===== src/rtl/fifo_pkg.sv =====
// Shared types and helpers for the replay FIFO and its pointer registers.
package fifo_pkg;

  typedef struct packed {
    logic empty;
    logic almost_empty;
    logic full;
    logic almost_full;
    logic valid;
  } fifo_status_t;

  function automatic int fill_bits(input int depth);
    return $clog2(depth + 1);
  endfunction

  // Modulo increment that does not rely on depth being a power of two.
  function automatic int wrap_inc(input int p, input int depth);
    return (p == depth - 1) ? 0 : p + 1;
  endfunction

endpackage


===== src/rtl/fifo_ptr.sv =====
// Modulo-DEPTH pointer register; load takes priority over inc.
module fifo_ptr
  import fifo_pkg::*;
#(
  parameter int DEPTH = 24,
  parameter int PW    = $clog2(DEPTH)
) (
  input  logic          clk,
  input  logic          reset,
  input  logic          inc,
  input  logic          load,
  input  logic [PW-1:0] load_val,
  output logic [PW-1:0] ptr
);

  logic [PW-1:0] ptr_reg;
  logic [PW-1:0] ptr_next;

  always_comb begin
    ptr_next = ptr_reg;
    if (load) begin
      ptr_next = load_val;
    end else if (inc) begin
      ptr_next = PW'(wrap_inc(int'(ptr_reg), DEPTH));
    end
  end

  always_ff @(posedge clk or posedge reset) begin
    if (reset) begin
      ptr_reg <= '0;
    end else begin
      ptr_reg <= ptr_next;
    end
  end

  assign ptr = ptr_reg;

endmodule


===== src/rtl/replay_fifo.sv =====
// Valid/ready FIFO with first-word-fall-through reads, any depth >= 2, and a
// circular replay mode that re-reads stored contents without popping them.
module replay_fifo
  import fifo_pkg::*;
#(
  parameter int WIDTH       = 32,
  parameter int DEPTH       = 24,
  parameter int ALMOSTFULL  = 1,
  parameter int ALMOSTEMPTY = 1,
  localparam int FILLBITS   = fill_bits(DEPTH)
) (
  input  logic                clk,
  input  logic                reset,
  input  logic                clear,
  input  logic                replay,
  input  logic                rewind,
  input  logic                wr_valid,
  output logic                wr_ready,
  input  logic [WIDTH-1:0]    wr_data,
  output logic                rd_valid,
  input  logic                rd_ready,
  output logic [WIDTH-1:0]    rd_data,
  output logic [FILLBITS-1:0] fill_level,
  output logic                empty,
  output logic                almost_empty,
  output logic                full,
  output logic                almost_full,
  output logic                overflow
);

  localparam int PW     = $clog2(DEPTH);
  localparam int AE_INT = (ALMOSTEMPTY < DEPTH) ? ALMOSTEMPTY : DEPTH;
  localparam int AF_INT = (ALMOSTFULL < DEPTH) ? DEPTH - ALMOSTFULL : 0;
  localparam logic [FILLBITS-1:0] FILL_MAX = FILLBITS'(DEPTH);
  localparam logic [FILLBITS-1:0] AE_LIM   = FILLBITS'(AE_INT);
  localparam logic [FILLBITS-1:0] AF_LIM   = FILLBITS'(AF_INT);

  logic [WIDTH-1:0] mem [DEPTH];

  logic [PW-1:0]       head, tail, cursor;
  logic [PW-1:0]       head_inc, tail_inc, cursor_inc;
  logic [PW-1:0]       head_next, tail_next, cursor_load_val;
  logic                wr_acc, rd_hs, mode_edge, pop, replay_rd;
  logic                cursor_wrap, cursor_load;
  logic [FILLBITS-1:0] fill_reg, fill_next;
  fifo_status_t        status_reg, status_next;
  logic                overflow_reg, overflow_next;
  logic                replay_prev_reg;

  function automatic fifo_status_t status_of(input logic [FILLBITS-1:0] f);
    fifo_status_t s;
    s.empty        = (f == '0);
    s.almost_empty = (f <= AE_LIM);
    s.full         = (f == FILL_MAX);
    s.almost_full  = (f >= AF_LIM);
    s.valid        = (f != '0);
    return s;
  endfunction

  assign wr_ready  = !status_reg.full;
  assign rd_valid  = status_reg.valid;
  assign wr_acc    = wr_valid & wr_ready & !clear;
  assign rd_hs     = rd_valid & rd_ready & !clear;
  assign mode_edge = replay ^ replay_prev_reg;
  // A read during the mode-change cycle neither pops nor moves the cursor.
  assign pop       = rd_hs & !replay & !mode_edge;
  assign replay_rd = rd_hs & replay & !mode_edge;

  assign head_inc   = PW'(wrap_inc(int'(head), DEPTH));
  assign tail_inc   = PW'(wrap_inc(int'(tail), DEPTH));
  assign cursor_inc = PW'(wrap_inc(int'(cursor), DEPTH));
  assign head_next  = pop ? head_inc : head;
  assign tail_next  = wr_acc ? tail_inc : tail;

  // Compare against the post-write tail so a same-cycle write extends the window.
  assign cursor_wrap     = replay_rd & (cursor_inc == tail_next);
  assign cursor_load     = clear | !replay | mode_edge | rewind | cursor_wrap;
  assign cursor_load_val = clear ? '0 : head_next;

  fifo_ptr #(.DEPTH(DEPTH), .PW(PW)) u_head_ptr (
    .clk      (clk),
    .reset    (reset),
    .inc      (pop),
    .load     (clear),
    .load_val ('0),
    .ptr      (head)
  );

  fifo_ptr #(.DEPTH(DEPTH), .PW(PW)) u_tail_ptr (
    .clk      (clk),
    .reset    (reset),
    .inc      (wr_acc),
    .load     (clear),
    .load_val ('0),
    .ptr      (tail)
  );

  fifo_ptr #(.DEPTH(DEPTH), .PW(PW)) u_cursor_ptr (
    .clk      (clk),
    .reset    (reset),
    .inc      (replay_rd),
    .load     (cursor_load),
    .load_val (cursor_load_val),
    .ptr      (cursor)
  );

  always_comb begin
    fill_next = fill_reg;
    if (clear) begin
      fill_next = '0;
    end else if (wr_acc && !pop) begin
      fill_next = fill_reg + 1'b1;
    end else if (!wr_acc && pop) begin
      fill_next = fill_reg - 1'b1;
    end
  end

  assign status_next   = status_of(fill_next);
  assign overflow_next = clear ? 1'b0 : (overflow_reg | (wr_valid & !wr_ready));

  always_ff @(posedge clk or posedge reset) begin
    if (reset) begin
      fill_reg        <= '0;
      status_reg      <= '{empty: 1'b1, almost_empty: 1'b1, full: 1'b0,
                           almost_full: (AF_LIM == '0), valid: 1'b0};
      overflow_reg    <= 1'b0;
      replay_prev_reg <= 1'b0;
    end else begin
      fill_reg        <= fill_next;
      status_reg      <= status_next;
      overflow_reg    <= overflow_next;
      replay_prev_reg <= replay;
    end
  end

  always_ff @(posedge clk) begin
    if (wr_acc) begin
      mem[tail] <= wr_data;
    end
  end

  assign rd_data      = rd_valid ? mem[cursor] : '0;
  assign fill_level   = fill_reg;
  assign empty        = status_reg.empty;
  assign almost_empty = status_reg.almost_empty;
  assign full         = status_reg.full;
  assign almost_full  = status_reg.almost_full;
  assign overflow     = overflow_reg;

endmodule

===== config.mk =====
export PLATFORM = sky130hd
export DESIGN_NAME = replay_fifo
export DESIGN_NICKNAME = d
export VERILOG_FILES = /design/src/rtl/fifo_pkg.sv /design/src/rtl/fifo_ptr.sv /design/src/rtl/replay_fifo.sv
export SDC_FILE = /design/constraint.sdc
export NUM_CORES = 1
export LEC_CHECK = 0
export CAP_MARGIN = 20
export CORE_MARGIN = 5
export CORE_UTILIZATION = 55
export CTS_BUF_LIST = sky130_fd_sc_hd__clkbuf_4 sky130_fd_sc_hd__clkbuf_8
export DETAILED_ROUTE_END_ITERATION = 8
export DONT_BUFFER_PORTS = 1
export HOLD_SLACK_MARGIN = 0.06
export PLACE_DENSITY = 0.7
export SYNTH_ARGS = -nofsm -noshare
export SYNTH_HDL_FRONTEND = slang
export SYNTH_HIERARCHICAL = 1
export SYNTH_SLANG_ARGS = --single-unit

===== constraint.sdc =====
create_clock -name clk -period 4.2 [get_ports clk]
set_input_delay 1.26 -clock clk [delete_from_list [all_inputs] [get_ports clk]]
set_output_delay 1.26 -clock clk [all_outputs]
set_load 0.01 [all_outputs]

Word level (Yosys, flattened, before mapping):

Memories as Yosys holds them, arrays and structs flattened.
Cells that the tools add are included.

* memories: 1
* logic and storage cells: 67
* bits in writable memories: 768
* bits in registers: 27
* bits of input ports: 39
* output and inout bits: 44

* muxes and demuxes: 16
* magnitude comparators: 2
* reductions and logical operators: 11
* eq/ne operators: 5
* $add $sub $neg: 5
* bitwise gates (word level): 16

Memory list
* mem: depth 24, width 32, rd ports 1, clocked after Yosys merged registers in 0, wr ports 1, RTL line replay_fifo.sv:38 `logic [WIDTH-1:0] mem [DEPTH];`

Operators with widths (count)
* two-way mux 5 bit: 12
* two-way mux 32 bit: 1
* adder 5 x 1 -> 5 bit (second input constant): 4
* == test 5 bit (second input constant): 4
* AND 1 bit: 10
* logical NOT 1 bit: 6
* == test 5 bit: 1
* greater-or-equal comparator 5 bit (second input constant): 1
* <= comparator 5 x 1 -> 1 bit (second input constant): 1
* logical NOT 5 bit: 1
* OR 1 bit: 5
* nonzero test 5 bit: 1
* subtractor 5 x 1 -> 5 bit (second input constant): 1
* two-way mux 1 bit: 3
* logical AND 1 bit: 2
* nonzero test 2 bit: 1
* bitwise XOR 1 bit: 1

Logic depth before layout (Yosys ltp):

Gate-level depths: netlist of run 1.

* depth after elaboration: 9
* gate-level depth with buffers: 13
* mapped depth without buffers: 9

By module:

The synthesis of run 1 kept the hierarchy.

By module, submodules not included
* replay_fifo: area each 30635.6 sq um, instances 1, sequential area each 23364.9 sq um, cells an instance 1346
* fifo_ptr: area each 280.3 sq um, instances 3, sequential area each 125.1 sq um, cells an instance 30

Least setup slack after synthesis of run 1:

OpenSTA, ideal clock, no wires.

* kind: input to register
* start: input clear
* end: register u_cursor_ptr.ptr_reg[0] (netlist: u_cursor_ptr/ptr[0])
* setup time: 130 ps
* path buffers: 3
* data required time: 4070 ps
* path slack: -12 ps
* arrival time: 4082 ps
* stages on the path: 11
* cells stage by stage: buf_6 nand4bb_1 clkbuf_1 nor2_1 or3_1 a41oi_1 a31oi_1 buf_2 nor2_1 a22oi_1 o21ai_0

* cells in the longest elaborated chain, start to end: 7
* elaborated cells on any way between the ends: 18
* classes of those cells: eq/ne: 1; mux: 4; bitwise: 11; reduce/logical: 2

Ends and longest elaborated chain
* start: declaration: RTL line replay_fifo.sv:14 `input logic clear,`
* logical NOT 1 bit: RTL line replay_fifo.sv:62, replay_fifo.sv:63
* AND 1 bit, on equally long branches: RTL line replay_fifo.sv:62, replay_fifo.sv:63
* two-way mux 5 bit or AND 1 bit (tied branches)
* == test 5 bit or AND 1 bit (tied branches): RTL line replay_fifo.sv:76, replay_fifo.sv:67
* AND 1 bit: RTL line replay_fifo.sv:76 `assign cursor_wrap = replay_rd & (cursor_inc == tail_next);`
* OR 1 bit (*): RTL line replay_fifo.sv:77 `assign cursor_load = clear | !replay | mode_edge | rewind | cursor_wrap;`
* via cursor_load: RTL line replay_fifo.sv:44 `logic cursor_wrap, cursor_load;`
* two-way mux 5 bit or nonzero test 2 bit (tied branches)
* end signal: assignment: RTL line fifo_ptr.sv:32 `ptr_reg <= ptr_next;`
* end: declaration: RTL line fifo_ptr.sv:16 `logic [PW-1:0] ptr_reg;`

Mark *: on every way through the listed nets, which the timed path passes. The rest lies on a longest branch.
A chain may end at the register's enable or synchronous reset.

Worst setup path in the final report of run 1:

* start: register u_cursor_ptr.ptr_reg[0] (netlist: u_cursor_ptr/ptr[0])
* end: output rd_data[18]

* cells in the longest elaborated chain, start to end: 2

Ends and longest elaborated chain
* memory (24 x 32 bit)
* two-way mux 32 bit: RTL line replay_fifo.sv:142 `assign rd_data = rd_valid ? mem[cursor] : '0;`
* end: declaration: RTL line replay_fifo.sv:22 `output logic [WIDTH-1:0] rd_data,`

Every way passes these cells.

==> results of run 1 <==
-- placed cells by master, fill, tap and decap left out, types with 10 or more instances in the layout --
master    count
o21ai_0      18
o211a_4      15
clkbuf_4     33
nor2_4       24
dfrtp_1      19
clkinv_1     33
clkinv_2     15
buf_12       21
clkbuf_8    120
mux4_2      224
nand3_1      15
nor2_1       13
a21oi_1      12
inv_1        14
o211a_1      18
nand2_1      68
conb_1       10
edfxtp_1    768
mux2i_1      38
buf_4        60
ha_1         11
nand3b_1     12
-- through the flow --
| step | std cells | TNS, ns | hold slack, ns | worst slack, ns |
|---|---|---|---|---|
| 5_1_grt | 2425 | -1.30 | 0.313 | -0.0990 |
| 6_report | 2425 | -0.00203 | 0.328 | -0.00203 |
| 3_5_place_dp | 2193 | 0 | 0.557 | 0.484 |
| 4_1_cts | 2416 | -0.811 | 0.274 | -0.0716 |
| 2_1_floorplan | 1445 | 0 | 0.526 | 0.0876 |
| 3_3_place_gp | 2193 | 0 | 0.551 | 0.503 |
-- power by group --
group	internal (W)	switching (W)
clock network	0.00313	0.00281
logic	0.000648	0.000591
registers	0.00878	0.000133
-- cell families after synthesis --
group | synth area share [%]
AND/OR/NAND/NOR | 2.77
AO/OA/AOI/OAI | 2.17
buffers and inverters | 1.41
flip-flops | 75.4
multiplexers | 17.5
other | 0.0119
XOR/XNOR | 0.322
adder cells (fa/ha/maj) | 0.437
-- metal layers --
| metal | vias up | wire length (um) | share of wire [%] |
|---|---|---|---|
| li1 | 6346 | - | - |
| met1 | 8065 | 27700 | 40 |
| met2 | 668 | 34300 | 49 |
| met3 | 93 | 6270 | 9.0 |
| met4 | 0 | 1310 | 1.9 |
| met5 | - | 0 | 0 |
-- final cells by class --
type,count,area (um^2),share of cell area (%)
multi-input combinational,556,7610,21.3
clock inverter,55,334,0.934
antenna,1,2.50,0.00700
tap,756,946,2.65
timing repair buffer,92,1120,3.14
sequential,795,23800,66.5
inverter,17,76.3,0.213
clock buffer,153,1900,5.31
-- worst max-delay path, stage by stage, from the launching register on --
cell	delay [ns]
dfrtp_4	0.43
buf_12	0.16
buf_16	0.25
mux4_2	0.54
mux4_2	0.52
o211a_4	0.29
-- repair_timing --
| action | in CTS | in global routing |
|---|---|---|
| gates resized for setup | 18 | 6 |
| hold endpoints to repair | 0 | 0 |
| setup endpoints to repair | 31 | 29 |
| buffers inserted | 14 | 5 |
| gates cloned | 1 | 3 |
-- path summary, 6_finish.rpt --
path | end | slack, ns | depth (start not counted)
max | rd_data[18] | -0.002 | 5
min | u_cursor_ptr/ptr[3]$_DFFE_PP0P_ | 0.33 | 1
max reg2reg | u_cursor_ptr/ptr[0]$_DFFE_PP0P_ | 1.03 | 8
min reg2reg | overflow$_DFF_PP0_ | 0.58 | 2
max in group asynchronous | almost_empty$_DFF_PP1_ | 3.42 | 1
min in group clk | replay_prev_reg$_DFF_PP0_ | 0.57 | 0
==> reports/qor.csv, run 1 <==
stage,metric,value,unit
drt,detailed-route via count,15172,
synthesis,top cell type by total area after synthesis,edfxtp_1,
floorplanning,Die Area,62100,um^2
global_route,met3 Usage GRT,4.66,%
global_route,pin count of the biggest net entering global routing,47,
clocking,H-tree Lvls,3,
floorplanning,core area,56500,um^2
global_route,total gr overflow,0,
synthesis,Post-synth EDFFs,768,
setup_path,WP data required,2.94,ns
placement,routability cong.,0.780,
timing,minimum clock period,4.20,ns
global_route,global-route wire length before repair,103000,um
global_route,initial antenna violation count,1,
run_status,violated checks,negative setup slack,
synthesis,sequential area share after synthesis,75.4,%
synthesis,Yosys cell types,63,
cells_and_area,final core occ,63.3,%
cells_and_area,layout cells sized above 1,33.2,%
timing,"Hold Vio Cnt, Final",0,
timing,Max Clk Rate,238,MHz
power,Leakage,11.3,nW
timing,Setup Viol. Count Final,1,
timing,Worst Max-Slew Pin Slew,1.05,ns
setup_path,RR Startpoint,u_cursor_ptr/ptr[3]$_DFFE_PP0P_,
timing,Worst Clk Skew,0.0305,ns
cells_and_area,Top reg by flops,mem,
setup_path,peak fanout along the critical path,31,
synthesis,Mapped Cells,1436,
global_route,met2 usage in global routing,35.2,%
drt,number of remaining DRC errors,0,
synthesis,Synth warnings,6,
setup_path,type of origin of the critical path,register,
drt,per-cell routed wire length,28.7,um
synthesis,dominant synthesized flop cell,edfxtp_1,
floorplanning,# rows,87,
synthesis,most frequent cell after synthesis,edfxtp_1,
power,maximum vdd drop,0.240,mV
global_route,M1 GR Usage,32.5,%
synthesis,Synth top cells by count,"edfxtp_1, mux4_2, nand2_1",
setup_path,Critical path origin,u_cursor_ptr/ptr[0]$_DFFE_PP0P_,
synthesis,Yosys top cell area share,73.3,%
power,power density cells,450,nW/um^2
timing,final worst-path setup slack,-0.00203,ns
clocking,CTS tree,built,
floorplanning,Initial Util,55.7,%
floorplanning,# IOs,83,
drt,Routed WL,69600,um
power,final total power,0.0161,W
floorplanning,DIE HEIGHT,249,um
cells_and_area,Layout fillers,3661,
setup_path,Setup Crit Path Kind,register to output pin,
timing,fin crit share,100,%
timing,max_slew headroom,30.1,%
drt,Routed Antenna Nets,0,
clocking,CTS sink count,795,
placement,Placed Instance Area,33100,um^2
cells_and_area,final non-filler cell area,35800,um^2
synthesis,synth top area cells,"edfxtp_1, mux4_2, dfrtp_1",
drt,DR iter-0 viols,1720,
global_route,vias in the first global route,15612,
timing,final slew viol count,0,
cells_and_area,Layout Nets,1631,
clocking,cts hold-fix bufs,0,
drt,TritonRoute pass-1 iters,5,
clocking,Clk Tree Root Cell,clkbuf_8,
drt,drt via density,6.26,
clocking,CTS Buf Count,119,
synthesis,fraction of registers with async set/reset,3.40,%
cells_and_area,max reg flops,768,
synthesis,mapped cell area,31500,um^2
clocking,clock-pin transition on the worst setup and hold timing paths,0.07,ns
run_status,status,"complete, but fails checks",
job,max-cap violations,0,
global_route,gr usage total,22.3,%
cells_and_area,synth-to-layout area growth,13.6,%
setup_path,critical path data arrival time,2.94,ns
synthesis,Yosys reg bits,795,
placement,Port Buf Inserts,0,
clocking,clk_lat worst skew,0.72,ns
placement,DP Wirelength,36500,um
synthesis,Syn Area/Cell,21.9,um^2
setup_path,CP endpoint kind,output pin,
worst_hold_path,hold crit path type,input pin to asynchronous set/reset pin,
global_route,most crowded layer after global routing,met2,
clocking,CTS max path bufs,3,
timing,unrepaired setup endpoints after global routing,yes,
floorplanning,Chip Width,249,um
Note: power is estimated with default switching activity, not from simulation.
==> inputs of run 2 (changes only) <==
- GPL_ROUTABILITY_DRIVEN: default -> 0
- SLEW_MARGIN: default -> 20
==> results of run 2 <==
The final DEF is identical to that of run 1; final timing and power are the same.
